`config.mk`:
```
export PLATFORM = sky130hd
export DESIGN_NAME = inst_encoder_loader
export DESIGN_NICKNAME = d
export VERILOG_FILES = /design/src/rtl/inst_encoder_loader_pkg.sv /design/src/rtl/inst_field_pack.sv /design/src/rtl/inst_encoder_loader.sv
export SDC_FILE = /design/constraint.sdc
export NUM_CORES = 1
export LEC_CHECK = 0
export CORE_MARGIN = 1
export CORE_UTILIZATION = 41
export DETAILED_ROUTE_END_ITERATION = 10
export GPL_TIMING_DRIVEN = 0
export PLACE_DENSITY_LB_ADDON = 0.1
export SETUP_SLACK_MARGIN = 0.5
export SLEW_MARGIN = 0
export SYNTH_ARGS = -nofsm -noshare
export SYNTH_HDL_FRONTEND = slang
export SYNTH_SLANG_ARGS = --single-unit
```
`constraint.sdc`:
```
create_clock -name clk -period 2.19 [get_ports clk]
set_clock_uncertainty 0.2 [all_clocks]
set_input_delay 0.219 -clock clk [delete_from_list [all_inputs] [get_ports clk]]
set_output_delay 0.219 -clock clk [all_outputs]
set_load 0.05 [all_outputs]
```
`src/rtl/inst_encoder_loader_pkg.sv`:
```
// Shared RV32I field encodings and loader FSM state type.
// Used by inst_field_pack and inst_encoder_loader (see ENC_LEGAL_CHECK_EN there).
package inst_encoder_loader_pkg;

   localparam int unsigned INSN_W = 32;
   localparam int unsigned OPC_W  = 7;

   localparam logic [OPC_W-1:0]  INST_R           = 7'b0110011;
   localparam logic [OPC_W-1:0]  INST_I           = 7'b0010011;
   localparam logic [OPC_W-1:0]  INST_U1          = 7'b0110111;
   localparam logic [6:0]        FUNCT7_ALT       = 7'b0100000;
   localparam logic [2:0]        FUNCT3_ADD       = 3'b000;
   localparam logic [2:0]        SHIFT_FUNCT3_SLL = 3'b001;
   localparam logic [2:0]        SHIFT_FUNCT3_SR  = 3'b101;
   localparam logic [INSN_W-1:0] NOP_WORD         = 32'h0000_0013;

   typedef enum logic [1:0] {IDLE, WRITE, FULL} state_t;

   // Shift funct3 values carry shamt plus funct7 in the I-type immediate.
   function automatic logic is_shift(input logic [2:0] funct3);
      return (funct3 == SHIFT_FUNCT3_SLL) || (funct3 == SHIFT_FUNCT3_SR);
   endfunction

endpackage

```
`src/rtl/inst_field_pack.sv`:
```
// Combinational packer: decoded micro-op fields -> RV32I word plus illegal flag.
// With ENC_LEGAL_CHECK_EN defined, malformed ops are flagged; otherwise R>I>U priority.
module inst_field_pack
   import inst_encoder_loader_pkg::*;
(
   input  logic              is_r,
   input  logic              is_i,
   input  logic              is_u,
   input  logic [3:0]        alu_op,
   input  logic [4:0]        rd,
   input  logic [4:0]        rs1,
   input  logic [4:0]        rs2,
   input  logic [19:0]       imm,
   output logic [INSN_W-1:0] word,
   output logic              illegal
);

   logic [2:0]  funct3;
   logic        alt;
   logic [6:0]  funct7;
   logic [11:0] imm_i;

   assign funct3 = alu_op[2:0];
   assign alt    = alu_op[3];
   assign funct7 = alt ? FUNCT7_ALT : 7'b0;

   always_comb begin
      imm_i   = imm[11:0];
      word    = NOP_WORD;
      illegal = 1'b0;

      if (is_shift(funct3)) imm_i = {funct7, imm[4:0]};
`ifndef ENC_LEGAL_CHECK_EN
      else imm_i[10] = imm[10] | alt;
`endif

`ifdef ENC_LEGAL_CHECK_EN
      if (!({is_r, is_i, is_u} inside {3'b100, 3'b010, 3'b001})) illegal = 1'b1;
      if (is_r && alt && (funct3 != FUNCT3_ADD) && (funct3 != SHIFT_FUNCT3_SR)) illegal = 1'b1;
      if (is_i && alt && (funct3 != SHIFT_FUNCT3_SR)) illegal = 1'b1;
`endif

      if (is_r)      word = {funct7, rs2, rs1, funct3, rd, INST_R};
      else if (is_i) word = {imm_i, rs1, funct3, rd, INST_I};
      else if (is_u) word = {imm, rd, INST_U1};
   end

endmodule

```
`src/rtl/inst_encoder_loader.sv`:
```
// Encodes decoded micro-ops into RV32I words and streams them into instruction RAM.
// Optional build macro: ENC_LEGAL_CHECK_EN enables illegal-op detection and the sticky err flag.
module inst_encoder_loader
   import inst_encoder_loader_pkg::*;
#(
   parameter int unsigned ADDR_W = 6,
   parameter int unsigned DEPTH  = 64
)(
   input  logic              clk,
   input  logic              rst,
   input  logic              start,
   input  logic              in_valid,
   output logic              in_ready,
   input  logic              in_is_r,
   input  logic              in_is_i,
   input  logic              in_is_u,
   input  logic [3:0]        in_alu_op,
   input  logic [4:0]        in_rd,
   input  logic [4:0]        in_rs1,
   input  logic [4:0]        in_rs2,
   input  logic [19:0]       in_imm,
   output logic              mem_we,
   output logic [ADDR_W-1:0] mem_addr,
   output logic [31:0]       mem_wdata,
   output logic [ADDR_W:0]   count,
   output logic              full,
   output logic              err
);

   localparam int unsigned CNT_W = ADDR_W + 1;

   state_t            state;
   logic              ready_q;
   logic [31:0]       enc_word;
   logic              enc_illegal;
   logic [CNT_W-1:0]  count_inc;

   inst_field_pack u_pack (
      .is_r    (in_is_r),
      .is_i    (in_is_i),
      .is_u    (in_is_u),
      .alu_op  (in_alu_op),
      .rd      (in_rd),
      .rs1     (in_rs1),
      .rs2     (in_rs2),
      .imm     (in_imm),
      .word    (enc_word),
      .illegal (enc_illegal)
   );

   // A start cycle never accepts a micro-op.
   assign in_ready  = ready_q && !start;
   assign count_inc = count + CNT_W'(1);

   // Count doubles as the write pointer: both clear and advance together.
   always_ff @(posedge clk) begin
      if (rst) begin
         state     <= IDLE;
         ready_q   <= 1'b1;
         mem_we    <= 1'b0;
         mem_addr  <= '0;
         mem_wdata <= '0;
         count     <= '0;
         full      <= 1'b0;
         err       <= 1'b0;
      end else if (start) begin
         state   <= IDLE;
         ready_q <= 1'b1;
         mem_we  <= 1'b0;
         count   <= '0;
         full    <= 1'b0;
         err     <= 1'b0;
      end else begin
         case (state)
            IDLE: begin
               if (in_valid && in_ready) begin
                  if (enc_illegal) begin
                     err <= 1'b1;
                  end else begin
                     mem_we    <= 1'b1;
                     mem_addr  <= count[ADDR_W-1:0];
                     mem_wdata <= enc_word;
                     ready_q   <= 1'b0;
                     state     <= WRITE;
                  end
               end
            end
            WRITE: begin
               mem_we <= 1'b0;
               count  <= count_inc;
               if (count_inc == CNT_W'(DEPTH)) begin
                  full  <= 1'b1;
                  state <= FULL;
               end else begin
                  ready_q <= 1'b1;
                  state   <= IDLE;
               end
            end
            FULL: begin
               ready_q <= 1'b0;
            end
            default: begin
               ready_q <= 1'b1;
               mem_we  <= 1'b0;
               state   <= IDLE;
            end
         endcase
      end
   end

endmodule

```
### Yosys cells after proc, flatten, opt, wreduce, memory -nomap -nowiden

Cells that the tools add are included.

* order comparisons: 0
* bitwise operators: 3
* reduce and logical (&&, ||, !) cells: 10
* $add $sub $neg: 1
* shifts and indexed selects: 0
* eq/ne operators: 7
* multipliers: 0
* div/mod/pow operators: 0
* multiplexer cells: 15

Operators with widths (number)
* $mux 32: 3
* $mux 10: 1
* $add 7x1->7 const B: 1
* $eq 7x7->1 const B: 1
* $mux 6: 1
* $pmux 2 s3: 1
* $reduce_and 2->1: 3
* $mux 1: 5
* $mux 2: 2
* $ne 2x2->1 const B: 2
* $eq 3x1->1 const B: 1
* $eq 3x3->1 const B: 1
* $pmux 1 s3: 1
* $reduce_and 3->1: 1
* $eq 2x1->1 const B: 1
* $eq 2x2->1 const B: 1
* $logic_and 1x1->1: 2
* $logic_not 2->1: 1
* $not 1->1: 2
* $pmux 1 s2: 1
* $reduce_or 2->1: 1
* $logic_not 1->1: 1
* $logic_or 1x1->1: 1
* $or 1x1->1: 1

* word-level logic and storage cells: 43
* memory bits (read-only): 0
* memories kept: 0
* input port bits: 46
* bits in writable memories: 0
* register bits after elaboration: 50
* output and inout port bits: 49
* bits in latches: 0

### Logic depth before layout (Yosys ltp)

Gate-level depths: netlist (run 1).

* depth after elaboration: 5
* mapped depth: 7

### Cells and area by module

From an unflattened synthesis (run 1), not the netlist that was laid out.

* cell total of the unflattened synthesis: 290
* area total of the unflattened synthesis: 2304.7 um2

Modules (own cells, without submodules)
* inst_encoder_loader: times used 1, area each 1894.3 um2, cells each 231, sequential area each 1001.0 um2
* inst_field_pack: times used 1, area each 410.4 um2, cells each 59, sequential area each 0.0 um2

### Worst setup path after synthesis (run 1)

No wires, ideal clock.

* kind: register to register
* from: register count[0]
* to: register ready_q
* arrival time: 1.926 ns
* setup time: 0.122 ns
* path buffers: 0
* required time: 1.868 ns
* cell stages (with the launch flop): 7
* period minus slack after synthesis: 2.248 ns
* path slack: -0.058 ns
* cell sequence: dfxtp_1 -> ha_1 -> xor2_1 -> and4b_1 -> o22ai_1 -> nand2_1 -> a221o_1

* longest elaborated chain between the ends: 4

RTL lines
* start, declared: line inst_encoder_loader.sv:25 `output logic [ADDR_W:0] count,`
* start signal, assigned: line inst_encoder_loader.sv:90 `count <= count_inc;`
* $add 7x1->7: line inst_encoder_loader.sv:53 `assign count_inc = count + CNT_W'(1);`
* $eq 7x7->1: line inst_encoder_loader.sv:91 `if (count_inc == CNT_W'(DEPTH)) begin`
* $ne 2x2->1 (no source line)
* $reduce_and 2->1 (no source line)
* end signal, assigned: line inst_encoder_loader.sv:59 `ready_q <= 1'b1;`
* end signal, assigned: line inst_encoder_loader.sv:95 `ready_q <= 1'b1;`
* end signal, assigned: line inst_encoder_loader.sv:100 `ready_q <= 1'b0;`
* end, declared: line inst_encoder_loader.sv:33 `logic ready_q;`

Every way passes these cells.
A chain may end at the register's enable or synchronous reset.

### Worst setup path in the final report (run 1)

* from: register ready_q
* to: register mem_wdata[24]

* longest elaborated chain between the ends: 3

RTL lines
* start signal, assigned: line inst_encoder_loader.sv:59
* start signal, assigned: line inst_encoder_loader.sv:68 `ready_q <= 1'b1;`
* start signal, assigned: line inst_encoder_loader.sv:83 `ready_q <= 1'b0;`
* $logic_and 1x1->1: line inst_encoder_loader.sv:52 `assign in_ready = ready_q && !start;`
* $logic_and 1x1->1: line inst_encoder_loader.sv:76 `if (in_valid && in_ready) begin`
* $reduce_and 3->1 (no source line)
* end signal, assigned: line inst_encoder_loader.sv:82 `mem_wdata <= enc_word;`
* end, declared: line inst_encoder_loader.sv:24 `output logic [31:0] mem_wdata,`

Every way passes these cells.

==> results.toml, run 1 <==
[global_routing]
use_met2 = 0.3863
grt_start_max_net_pins = 15
grt_pass1_vias = 2083
grt_overflow = 0
grtUsageMet1 = 0.2943
top_usage_layer = "met2"
track_usage = 0.2343
grt_util_met3 = 0.06806
antenna_found_initial = 0
grt_pass1_wl_um = 9549

[sta]
grt_setup_unrepaired = "true"
slew_violations = 0
final-hold-violation-count = 0
whs_ns = 0.1761
slew_headroom = 0.5316
fin_setup_tns_ns = 0
period_needed_ns = 1.910
fin_ws_ns = 0.2800
min_period_over_period = 0.8722
tightest_slew_ns = 0.7027
setup_violations = 0
clock.fmax_mhz = 523.6

[finish]
final_common_cell = "clkdlybuf4s50_1"
syn_to_final_growth_pct = 84.90
n_fill_cell = 316
final_area_um2 = 3739
ff_latch_area_um2 = 923.4
final_cell_mix = "clkdlybuf4s50_1 (42), dlygate4sd2_1 (41), dfxtp_1 (37)"
drive_gt1_frac = 0.3333
nets = 422
num_antenna_cells = 0
multi_input_area_um2 = 1241

[clock_tree]
cts_tree = "built"
clkLatencyLatePin_ns = 0.30
numClockSinks = 45
root_buffer = "clkbuf_8"
htree_num_levels = 2
cts_buffers = 5
clk_pin_slew_ns = 0.09
clock_path_buffers = 2
cts-hold-fix-buffers = 0

[power_and_ir_drop]
p_per_area_nw_per_um2 = 548.9
p_leak_nw = 1.588
ir_drop_uv = 389.9

[placed_design]
dpl-instance-area_um2 = 3048
place_congestion = 0.8375
pre_cts_ws_ns = -0.1582
dp_hpwl_um = 4307
portBuffers = 90

[logic_synthesis]
ys_warn_count = 0
netlist-cell-type-count = 35
synth_ff_type = "dfxtp_1"
ys_seq_area_frac = 0.4455
ys_ff_latch = 45
synthArstFlopShare = 0
syn-cell-area_um2 = 2022
synth_top_area_cell = "dfxtp_1"
netlist.area_leader.share = 0.4455
synth_edf_count = 0
syn_inst = 250
synth_area_leaders = "dfxtp_1 (45%), nand2_1 (7.8%), a21oi_1 (5.7%), nor2_1 (5.4%), nand3_1 (4.0%)"
syn_avg_cell_area_um2 = 8.088

[detailed_routing]
drc_errors = 0
drtAntennaViolNets = 0
routed_wirelength_um = 7490
vias = 2413
avgRoutedWirePerCell_um = 16.95
drtIter0Drc = 161
drtPass1Iterations = 5
viasPerCell = 5.459

[setup_path]
endpoint_kind = "flip-flop"
reg2reg_slack_ns = 0.28
crit_type = "flip-flop to flip-flop"
crit_path_top_delay_cell = "dfxtp_2"
cp_data_arrival_time_ns = 1.87
path_max_fanout = 5
crit_chain = "nand3b_1, or3_1, clkbuf_8, buf_8, a221o_1, o21ai_1, a21oi_1"
critical_path_required_ns = 2.15
max_stage_delay_ns = 0.34
r2r.worst_path.cells = 7
cp-start-kind = "flip-flop"

[floorplanning]
core_um2 = 4723
start_util = 0.4281
die_w_um = 72.23
fp-row-count = 25
num_io_pins = 95
die_area_um2 = 5216
die_y_um = 72.23

[min_path]
hold_depth = 2
hp-class = "primary input to flip-flop"

[status]
outcome = "finished, final reports clean"

[run]
drv_cap = 0
==> final cells by class <==
cell class | count | area share
Multi-Input combinational cell | 178 | 0.3320
Timing Repair Buffer | 115 | 0.3066
Sequential cell | 45 | 0.2470
Buffer | 26 | 0.06024
Tap cell | 67 | 0.02242
Clock buffer | 6 | 0.01941
Clock inverter | 2 | 0.009371
Inverter | 3 | 0.003012
==> logic make-up after synthesis <==
logic type               after synthesis  synth area share
buffers and inverters                 29           0.07425
multiplexers                           1          0.004951
flip-flops                            45            0.4455
XOR/XNOR                               7           0.03032
AO/OA/AOI/OAI                         57            0.1887
other                                  1          0.001855
AND/OR/NAND/NOR                      108            0.2420
adder cells (fa/ha/maj)                2           0.01237
==> flip-flops by register name, indices dropped and copies added, names as in the netlist <==
| signal | count |
|---|---|
| full | 1 |
| mem_addr | 6 |
| state | 2 |
| ready_q | 1 |
| mem_wdata | 28 |
| count | 7 |
==> worst max-delay path: cells and delay by family, from the launching register on <==
family,cells,cell delay (ns)
AND/OR/NAND/NOR,2,0.45
flip-flops,1,0.34
AO/OA/AOI/OAI,3,0.49
buffers and inverters,2,0.29
==> power breakdown <==
group / internal (mW) / leakage, nW / switching [mW]
combinational: 0.242 / 1.16 / 0.318
clock: 0.339 / 0.0552 / 0.282
sequential: 0.845 / 0.371 / 0.0259
==> per-stage QoR <==
| stage | utilization | instances | power (mW) |
|---|---|---|---|
| final | 0.7915 | 442 | 2.052 |
| after global routing | 0.7915 | 442 | 2.108 |
| after CTS | 0.7012 | 429 | 1.949 |
| after detailed placement | 0.6453 | 409 | 1.319 |
| after global placement | 0.6453 | 409 | 1.316 |
| after floorplan | - | 252 | 1.132 |
==> metal layers <==
layer	up-vias	part of all wire	routed length, um
met5	-	0	0
met4	0	0.022	166
met3	18	0.085	633
met2	120	0.49	3705
met1	1155	0.40	2984
li1	1120	-	-
==> synth_stat cells (4+ instances only) <==
| cell | instances |
|---|---|
| a211oi_1 | 5 |
| a21oi_1 | 23 |
| a221o_1 | 6 |
| a311oi_1 | 9 |
| buf_4 | 6 |
| clkbuf_1 | 14 |
| dfxtp_1 | 45 |
| nand2_1 | 42 |
| nand3_1 | 16 |
| nand4_1 | 4 |
| nor2_1 | 29 |
| o21ai_0 | 6 |
| xor2_1 | 5 |
==> path summary, 6_finish.rpt <==
path                                            from                          to
worst max-delay path            ready_q$_SDFFE_PP1P_  mem_wdata[24]$_SDFFE_PP0P_
worst min-delay path                             rst  mem_wdata[14]$_SDFFE_PP0P_
worst max register to register  ready_q$_SDFFE_PP1P_  mem_wdata[24]$_SDFFE_PP0P_
worst min register to register     full$_SDFFE_PP0P_           full$_SDFFE_PP0P_
==> timing repair <==
| action | CTS | global route |
|---|---|---|
| pin swaps | 12 | 37 |
| setup buffers | 11 | 9 |
| gates cloned | 1 | 4 |
| resized for setup | 94 | 95 |
| setup endpoints to repair | 82 | 43 |
Power figures use the tool's default switching activity.
==> inputs of run 2 (changes only) <==
- CORE_ASPECT_RATIO: not set -> 1.75
==> results.toml, run 2 (same netlist as run 1, synthesis figures left out) <==
[status]
outcome = "finished, final reports clean"

[detailed_routing]
drtIter0Drc = 46
drc_errors = 0
met2_length_um = 4012
wl_met1_um = 2555
avgRoutedWirePerCell_um = 17.12
drtPass1Iterations = 4
vias = 2328
drtAntennaViolNets = 0
top_layer = "met4"
viasPerCell = 5.478
met3_length_um = 365
routed_wirelength_um = 7276

[power_and_ir_drop]
p_seq_frac = 0.428
intPower_mw = 1.415
clkPwrFrac = 0.306
comb_power_share = 0.266
p_sw_uw = 606.3
ir_drop_uv = 716.0
p_per_area_nw_per_um2 = 558.3
swShare = 0.3000
p_leak_nw = 1.539

[sta]
final-hold-violation-count = 0
period_needed_ns = 1.876
tightest_slew_ns = 0.5691
setup_violations = 0
fin_setup_tns_ns = 0
grt_setup_unrepaired = "true"
slew_violations = 0
fin_ws_ns = 0.3144
clock.fmax_mhz = 533.2
min_period_over_period = 0.8564
slew_headroom = 0.6206

[setup_path]
crit_path_top_delay_cell = "dfxtp_2"
r2r.worst_path.cells = 7
endpoint_kind = "flip-flop"
cp_num_buf_inv = 2
r2r_end = "mem_wdata[20]$_SDFFE_PP0P_"
path_max_fanout = 3
critPathLaunch = "ready_q$_SDFFE_PP1P_"
crit_family = "compound AO/OA/AOI/OAI gates"
worst-path-stages = 7
max_stage_delay_ns = 0.34
reg2reg_slack_ns = 0.31
r2r_start = "ready_q$_SDFFE_PP1P_"
cp_data_arrival_time_ns = 1.84
cp-start-kind = "flip-flop"
critical_path_required_ns = 2.15
crit_type = "flip-flop to flip-flop"
crit_end = "mem_wdata[20]$_SDFFE_PP0P_"
crit_chain = "nand3b_1, or3_1, clkbuf_8, buf_6, a221o_1, o21ai_1, a21oi_1"

[floorplanning]
die_w_um = 55.09
num_io_pins = 95
start_util = 0.4296
die_y_um = 94.90
core_um2 = 4707
fp-row-count = 33
die_area_um2 = 5228

[finish]
syn_to_final_growth_pct = 79.02
num_antenna_cells = 0
final_cell_mix = "clkdlybuf4s50_1 (42), dlygate4sd2_1 (42), dfxtp_1 (37)"
top_register = "mem_wdata"
ff_latch_area_um2 = 923.4
nets = 420
drive_gt1_frac = 0.2869
n_fill_cell = 333
final_cells = 425
largest_reg_flops = 28
multi_input_area_um2 = 1175
reg_top3 = "mem_wdata x28, count x7, mem_addr x6"

[global_routing]
grt_pass1_vias = 2077
grt_overflow = 0
track_usage = 0.2565
grt_start_max_net_pins = 14
antenna_found_initial = 0
grt_pass1_wl_um = 9666

[clock_tree]
htree_num_levels = 2
cts-hold-fix-buffers = 0
cts_buffers = 5
numClockSinks = 45
root_buffer = "clkbuf_8"
clock_path_buffers = 2
cts_tree = "built"
clk_pin_slew_ns = 0.08
clkLatencyLatePin_ns = 0.29

[placed_design]
pre_cts_ws_ns = -0.1905
portBuffers = 90
dp_hpwl_um = 4566
place_inst = 394
place_congestion = 0.8815

[run]
drv_cap = 0

[min_path]
hold_depth = 2
hp-class = "primary input to flip-flop"
hold_start = "rst"
## run 2: routing by layer
layer	vias up	global-route usage
met4	0	0.1229
met1	1092	0.2461
met5	-	0
li1	1110	-
met2	98	0.4849
met3	28	0.04509
## run 2: area by class of cell
type                       instances  area share
clock buffer                       6     0.02005
tap                               52     0.01797
multi-input combinational        178      0.3246
buffer                            26     0.06222
sequential                        45      0.2551
inverter                           3    0.003111
clock inverter                     2    0.009333
timing repair buffer             113      0.3076
## run 2: worst min path at each step
stage | end | slack, ns
finish | mem_wdata[15]$_SDFFE_PP0P_ | 0.21
global route | mem_wdata[13]$_SDFFE_PP0P_ | 0.24
CTS | mem_wdata[15]$_SDFFE_PP0P_ | 0.14
detailed placement | mem_wdata[10]$_SDFFE_PP0P_ | 0.24
global placement | mem_wdata[30]$_SDFFE_PP0P_ | 0.24
floorplan | mem_wdata[20]$_SDFFE_PP0P_ | 0.16
## run 2: worst reg2reg max path, stage by stage, from the launching register on
cell	delay [ns]
dfxtp_2	0.34
nand3b_1	0.11
or3_1	0.33
clkbuf_8	0.15
buf_6	0.11
a221o_1	0.31
o21ai_1	0.11
a21oi_1	0.08
## run 2: power by group through the flow
stage / clock [mW] / combinational (mW) / sequential [mW]
detailed placement: 0 / 0.441 / 0.882
floorplan: 0 / 0.140 / 0.992
global route: 0.653 / 0.561 / 0.870
finish: 0.618 / 0.537 / 0.866
global placement: 0 / 0.439 / 0.880
CTS: 0.620 / 0.466 / 0.862
## run 2: through the flow
step           instance area, um2  hold slack [ns]    util  total power [mW]
4_1_cts                      3307           0.1370  0.7026             1.948
3_5_place_dp                 3029           0.2424  0.6435             1.323
5_1_grt                      3620           0.2393  0.7690             2.084
3_3_place_gp                 3029           0.2379  0.6435             1.319
2_1_floorplan                2063           0.1595       -             1.132
6_report                     3620           0.2135  0.7690             2.021
## run 2: what timing repair did
| item | 4_1_cts | 5_1_grt |
|---|---|---|
| gates resized for setup | 101 | 66 |
| cloned | 2 | 3 |
| buffers inserted | 10 | 8 |
| pin swaps | 14 | 21 |
| setup endpoints to repair | 82 | 42 |
==> inputs of run 3 (changes only) <==
- RECOVER_POWER: not set -> 25
==> results.toml, run 3 (same netlist as run 1, synthesis figures left out) <==
[status]
outcome = "finished, final reports clean"

[detailed_routing]
vias = 2330
drtAntennaViolNets = 0
viasPerCell = 5.482
routed_wirelength_um = 7277
avgRoutedWirePerCell_um = 17.12
drc_errors = 0
drtPass1Iterations = 4
drtIter0Drc = 47

[run]
drv_cap = 0

[finish]
num_antenna_cells = 0
top_register = "mem_wdata"
largest_reg_flops = 28
syn_to_final_growth_pct = 78.16
drive_gt1_frac = 0.2654
final_cells = 425
nets = 420
final_cell_mix = "clkdlybuf4s50_1 (42), dlygate4sd2_1 (42), dfxtp_1 (40)"
reg_top3 = "mem_wdata x28, count x7, mem_addr x6"
n_fill_cell = 340

[clock_tree]
clk_pin_slew_ns = 0.08
cts-hold-fix-buffers = 0
clock_path_buffers = 2
root_buffer = "clkbuf_8"
htree_num_levels = 2
clkLatencyLatePin_ns = 0.29
cts_tree = "built"
numClockSinks = 45
cts_buffers = 5

[placed_design]
pre_cts_ws_ns = -0.1905
portBuffers = 90
dp_hpwl_um = 4566
place_inst = 394
place_congestion = 0.8815

[global_routing]
grt_pass1_wl_um = 9666
track_usage = 0.2565
grt_pass1_vias = 2077
grt_overflow = 0
grt_start_max_net_pins = 14
antenna_found_initial = 0

[min_path]
hp-class = "primary input to flip-flop"
hold_depth = 2
holdPathEnd = "mem_wdata[15]$_SDFFE_PP0P_"
hold_start = "rst"

[setup_path]
cp-start-kind = "flip-flop"
critical_path_required_ns = 2.15
r2r_end = "mem_wdata[20]$_SDFFE_PP0P_"
cp_data_arrival_time_ns = 1.84
r2r.worst_path.cells = 7
crit_type = "flip-flop to flip-flop"
endpoint_kind = "flip-flop"
r2r_start = "ready_q$_SDFFE_PP1P_"
reg2reg_slack_ns = 0.31
critPathLaunch = "ready_q$_SDFFE_PP1P_"
path_max_fanout = 3

[floorplanning]
fp-row-count = 33
die_area_um2 = 5228
die_y_um = 94.90
start_util = 0.4296
die_w_um = 55.09
core_um2 = 4707
num_io_pins = 95

[sta]
slew_headroom = 0.6052
min_period_over_period = 0.8569
fin_ws_ns = 0.3135
clock.fmax_mhz = 532.9
period_needed_ns = 1.877
tightest_slew_ns = 0.5948
slew_violations = 0
setup_violations = 0
final-hold-violation-count = 0
grt_setup_unrepaired = "true"

[power_and_ir_drop]
ir_drop_uv = 716.0
p_per_area_nw_per_um2 = 562.3
power_mw = 2.025
p_leak_nw = 1.520
-- run 3: critical path, stage by stage, from the launching register on --
cell and delay, ns:
dfxtp_2 0.34, nand3b_1 0.11, or3_1 0.33, clkbuf_8 0.15, buf_6 0.11, a221o_1 0.31, o21ai_1 0.11, a21oi_1 0.08
-- run 3: cell type report --
type,instances,area [um2],area share
clock inverters,2,33.78,0.009378
repair buffers,113,1109,0.3077
clock buffers,6,72.57,0.02015
well taps,52,65.06,0.01806
multi-input cells,178,1175,0.3262
inverters,3,11.26,0.003126
flip-flops and latches,45,912.1,0.2532
plain buffers,26,224.0,0.06217
-- run 3: routing by layer --
metal / global-route usage / part of all wire / up-vias
met1: 0.2461 / 0.35 / 1094
met5: 0 / 0 / -
met2: 0.4849 / 0.55 / 98
li1: - / - / 1110
met4: 0.1229 / 0.047 / 0
met3: 0.04509 / 0.050 / 28
-- run 3: how the worst max path moves through the flow --
stage                                       endpoint  slack [ns]
after CTS                 mem_wdata[24]$_SDFFE_PP0P_        0.31
after detailed placement  mem_wdata[10]$_SDFFE_PP0P_       -0.19
after global placement    mem_wdata[10]$_SDFFE_PP0P_       -0.18
after global routing      mem_wdata[20]$_SDFFE_PP0P_        0.24
final                     mem_wdata[20]$_SDFFE_PP0P_        0.31
after floorplan                 ready_q$_SDFFE_PP1P_        0.32
-- run 3: what timing repair did --
item / CTS / global route
endpoints found under the setup margin: 82 / 42
endpoints found under the hold margin: 0 / 0
buffers inserted: 10 / 8
gates resized for setup: 101 / 66
gates cloned: 2 / 3
pin swaps: 14 / 21
-- run 3: stage by stage --
stage	setup TNS [ns]	hold WS [ns]	area (um2)	util
floorplan	0	0.1595	2063	-
global placement	-3.359	0.2379	3029	0.6435
detailed placement	-3.791	0.2424	3029	0.6435
CTS	0	0.1370	3307	0.7026
global route	0	0.2393	3602	0.7653
finish	0	0.2136	3602	0.7653
-- run 3: where the power goes --
group / internal (mW) / switching [mW] / leakage, nW
combinational: 0.232 / 0.305 / 1.10
clock: 0.337 / 0.282 / 0.0528
sequential: 0.848 / 0.0206 / 0.369
total: 1.42 / 0.608 / 1.52
==> RTL edit 1, RTL diff (config.mk and constraints of run 1) <==
The parameter `ADDR_W` goes from 6 to 4.
--- a/src/rtl/inst_encoder_loader.sv
+++ b/src/rtl/inst_encoder_loader.sv
@@ -3,7 +3,7 @@
 module inst_encoder_loader
    import inst_encoder_loader_pkg::*;
 #(
-   parameter int unsigned ADDR_W = 6,
+   parameter int unsigned ADDR_W = 4,
    parameter int unsigned DEPTH  = 64
 )(
    input  logic              clk,
Interface: changed (resized count and mem_addr); port bits go from 95 to 91. The function was not compared with the original's and may differ.
==> RTL edit 1 against run 1 <==
The flow now finishes with violations (design-rule violations); area after synthesis is 4.3% lower; non-clock buffer count shrank 29; setup slack improved by 0.20 ns; power is 13% lower; cell area is 19% lower; largest cell class is now multi-input gates; sequential share of layout area increased by 2.7 points; routed wire length fell by 23%; critical path depth is 2 lower; sequential cell count shrank 4.
==> RTL edit 1: results <==
set metrics [dict create \
    pre_cts_slack_ns 0.1063 \
    yosys-top-cells-area "dfxtp_1 (42%), a311oi_2 (6.2%), nand2_1 (6.0%), a21oi_1 (4.7%), nand3_1 (4.7%)" \
    postCtsSetupBuffers 1 \
    h-tree-depth 2 \
    gr-usage-met2_pct 36.11 \
    yosysUniqueCellTypes 38 \
    muxShareOfSynthArea_pct 0.5175 \
    synthCells 224 \
    yosys-top-cells-count "dfxtp_1 (41), nand2_1 (31), nor2_1 (24)" \
    drcViolationCount 14 \
    violations "design-rule violations" \
    cts.repair.resized 58 \
    finalWeightedCongestion 0.8053 \
    outcome "finished with violations" \
    finalWirelength_um 5735 \
    synthAdderAreaFrac_pct 1.294 \
    drt_iter0_markers 119 \
    leakagePower_nw 1.285 \
    multi_input_comb_area_mm2 0.001045 \
    clk_pin_slew_ns 0.08 \
    top_regs "mem_wdata x28, count x5, mem_addr x4" \
    cp_slowest_stage_delay_ns 0.41 \
    wl_met1_um 2609 \
    worst_slack_ns 0.4848 \
    fin_nets 369 \
    diodes 0 \
    slew_headroom_pct 53.05 \
    place_hpwl_um 4063 \
    dpl_cell_area_mm2 0.002861 \
    place_inst 363 \
    synth_xor_area_share_pct 1.811 \
    ir_drop_v 0.0003669 \
    seq_area_frac_synth_pct 42.43 \
    place.port_buffers 85 \
    drive_above_1_share_pct 18.94 \
    crit_path_max_fanout 8 \
    fill_cells 386 \
    drt-wirelength-per-cell_um 15.33 \
    grt_util_met1_pct 32.35 \
    dr.pass1.iters 7 \
    use_met3_pct 5.698 \
    grt_start_max_net_pins 14 \
    grt_pass1_vias 1832 \
    synth_compound_area_share_pct 19.86 \
    met3_length_um 431 \
    vias_per_cell 5.329 \
    p_int_mw 1.220 \
    arrival_ns 1.70 \
    wl_met2_um 2632 \
    track_usage_pct 23.36 \
    grt_first_pass_wirelength_um 9114 \
]
-- RTL edit 1: changes by cell type in the layout (fill, tap and decap cells not counted), moves of 7 or more --
cell,change
a21oi_2,-8
buf_6,-12
dlygate4sd2_1,-7
nand2_2,-9
nor2_1,+12
nor2_2,-9
nor2_4,-7
-- RTL edit 1: worst reg2reg max path, delay by kind of cell (launching register included) --
kind            cells  cell delay, ns
compound gates      3            0.68
fa+ha+maj           1            0.25
flops               1            0.41
simple gates        1            0.07
-- RTL edit 1: cells by family after synthesis --
| logic type | Yosys count |
|---|---|
| AOI/OAI and AO/OA | 45 |
| xor gates and xnor gates | 4 |
| adders and majority gates | 2 |
| buffers and inverters | 25 |
| DFF | 41 |
| muxes | 1 |
| other | 1 |
| and+or+nand+nor | 105 |
-- RTL edit 1: worst paths after layout --
path | from | endpoint | slack [ns] | cells past startpoint
max | count[0] | ready_q | 0.48 | 5
min | rst | mem_wdata[12] | 0.11 | 2
max reg2reg | count[0] | ready_q | 0.48 | 5
min reg2reg | full | full | 0.25 | 2
-- RTL edit 1: power groups by stage --
stage / Clock (mW) / Combinational (mW) / Sequential (mW)
floorplan: 0 / 0.169 / 0.923
global placement: 0 / 0.462 / 0.813
detailed placement: 0 / 0.466 / 0.814
CTS: 0.540 / 0.451 / 0.794
global route: 0.580 / 0.496 / 0.799
finish: 0.530 / 0.469 / 0.794
-- RTL edit 1: final cells by class --
class / instances / share of cell area, %
inverter: 1 / 0.1241
multi-input combinational: 160 / 34.55
clock buffer: 6 / 2.731
clock inverter: 2 / 0.4551
buffer: 24 / 5.379
sequential: 41 / 27.39
timing repair buffer: 88 / 27.22
tap: 52 / 2.151
==> RTL edit 2, RTL diff (flow settings as in run 1) <==
Without the edit above. Make the reset (`rst`) asynchronous in one clocked block.
--- a/src/rtl/inst_encoder_loader.sv
+++ b/src/rtl/inst_encoder_loader.sv
@@ -53,7 +53,7 @@
    assign count_inc = count + CNT_W'(1);
 
    // Count doubles as the write pointer: both clear and advance together.
-   always_ff @(posedge clk) begin
+   always_ff @(posedge clk or posedge rst) begin
       if (rst) begin
          state     <= IDLE;
          ready_q   <= 1'b1;
Behaviour: differs if rst is asserted again (counterexample within 4 cycles, from zero or initial values and one cycle with rst high); with rst held inactive, the same outputs for 4 cycles.
==> RTL edit 2 against run 1 <==
Via count shrank 17%; cell area is 5.2% lower; routed wire length fell by 19%; area after synthesis is 9.3% higher; setup slack better by 0.047 ns; power rose by 16%; first-iteration DRC count decreased by 35%; sequential cell count unchanged; critical endpoint is now ready_q; largest cell class unchanged.
==> RTL edit 2: results <==
set metrics [dict create \
    post-route-util_pct 68.99 \
    total_power_mw 2.380 \
    hold_class "in -> async" \
    postCtsSetupBuffers 15 \
    yosys-top-cells-area "dfrtp_1 (50%), o21ai_0 (7.2%), nand2_1 (4.6%), mux2_2 (3.1%), a21oi_1 (2.9%)" \
    worstReg2RegEnd "ready_q" \
    place_inst 380 \
    seq_power_share_pct 41.3 \
    finalWeightedCongestion 0.8431 \
    seq_area_frac_synth_pct 50.99 \
    buf_share_pct 32.71 \
    swShare_pct 37.13 \
    synth_top_area_share_pct 49.80 \
    slew_headroom_pct 65.27 \
    multi_input_area_share_pct 28.79 \
    fmax_ghz 0.5369 \
    grt_pass1_vias 1975 \
    comb.multi_input.count 147 \
    track_usage_pct 22.90 \
    leakagePower_nw 1.772 \
    place.port_buffers 88 \
    async_flop_share_pct 100.0 \
    pwr_density_cell_mw_per_mm2 671.3 \
    reg2reg_depth 6 \
    vias_per_cell 4.946 \
    critPathTopFamily "simple AND/OR/NAND/NOR gates" \
    finalWirelength_um 6048 \
    clock_area_share_pct 2.858 \
    pre_cts_slack_ns 0.2043 \
    r2r-start "count[0]" \
    drive_above_1_share_pct 24.33 \
    grt_start_max_net_pins 31 \
    hold_buffers 1 \
    cp_slowest_stage_delay_ns 0.45 \
    nClkBuffers 7 \
    drt_iter0_markers 105 \
    dpl_cell_area_mm2 0.003259 \
    stdcell_count 407 \
    num-nonclk-inverters 11 \
    ff2ff_setup_slack_ns 0.33 \
    synthCells 219 \
    fill_cells 480 \
    place_hpwl_um 4278 \
    yosys-top-cells-count "dfrtp_1 (44), o21ai_0 (32), nand2_1 (27)" \
    outcome "finished, final reports clean" \
    seqCellArea_mm2 0.001135 \
    nNonClkBuffers 126 \
    crit_path_top_delay_cell "dfrtp_2" \
    cts.repair.resized 66 \
    endpoint "ready_q" \
    yosysUniqueCellTypes 39 \
    dr.pass1.iters 4 \
    grt_first_pass_wirelength_um 9625 \
    clock_power_mw 0.552 \
]
==> RTL edit 2: layer usage <==
layer / share of wire, % / routed length (um) / vias to the layer above / track usage, %
met3: 5.5 / 332 / 4 / 6.481
met4: 0.79 / 48 / 0 / 4.938
met1: 43 / 2587 / 959 / 29.02
li1: - / - / 991 / -
met2: 51 / 3080 / 59 / 39.19
met5: 0 / 0 / - / 0
==> RTL edit 2: logic make-up after synthesis <==
logic type,share of synthesized area (%)
AND/OR/NAND/NOR,17.32
XOR/XNOR,3.169
AO/OA/AOI/OAI,17.20
flip-flops,50.99
adder cells (fa/ha/maj),1.132
other,0.1696
multiplexers,3.056
buffers and inverters,6.961
==> RTL edit 2: worst min path at each step <==
stage | end | slack, ns | cells after the start
floorplan | mem_wdata[25] | 0.14 | 2
global placement | count[4] | 0.24 | 2
detailed placement | count[1] | 0.25 | 2
CTS | mem_wdata[11] | 0.008 | 2
global route | mem_wdata[11] | 0.05 | 2
finish | mem_wdata[11] | 0.01 | 2
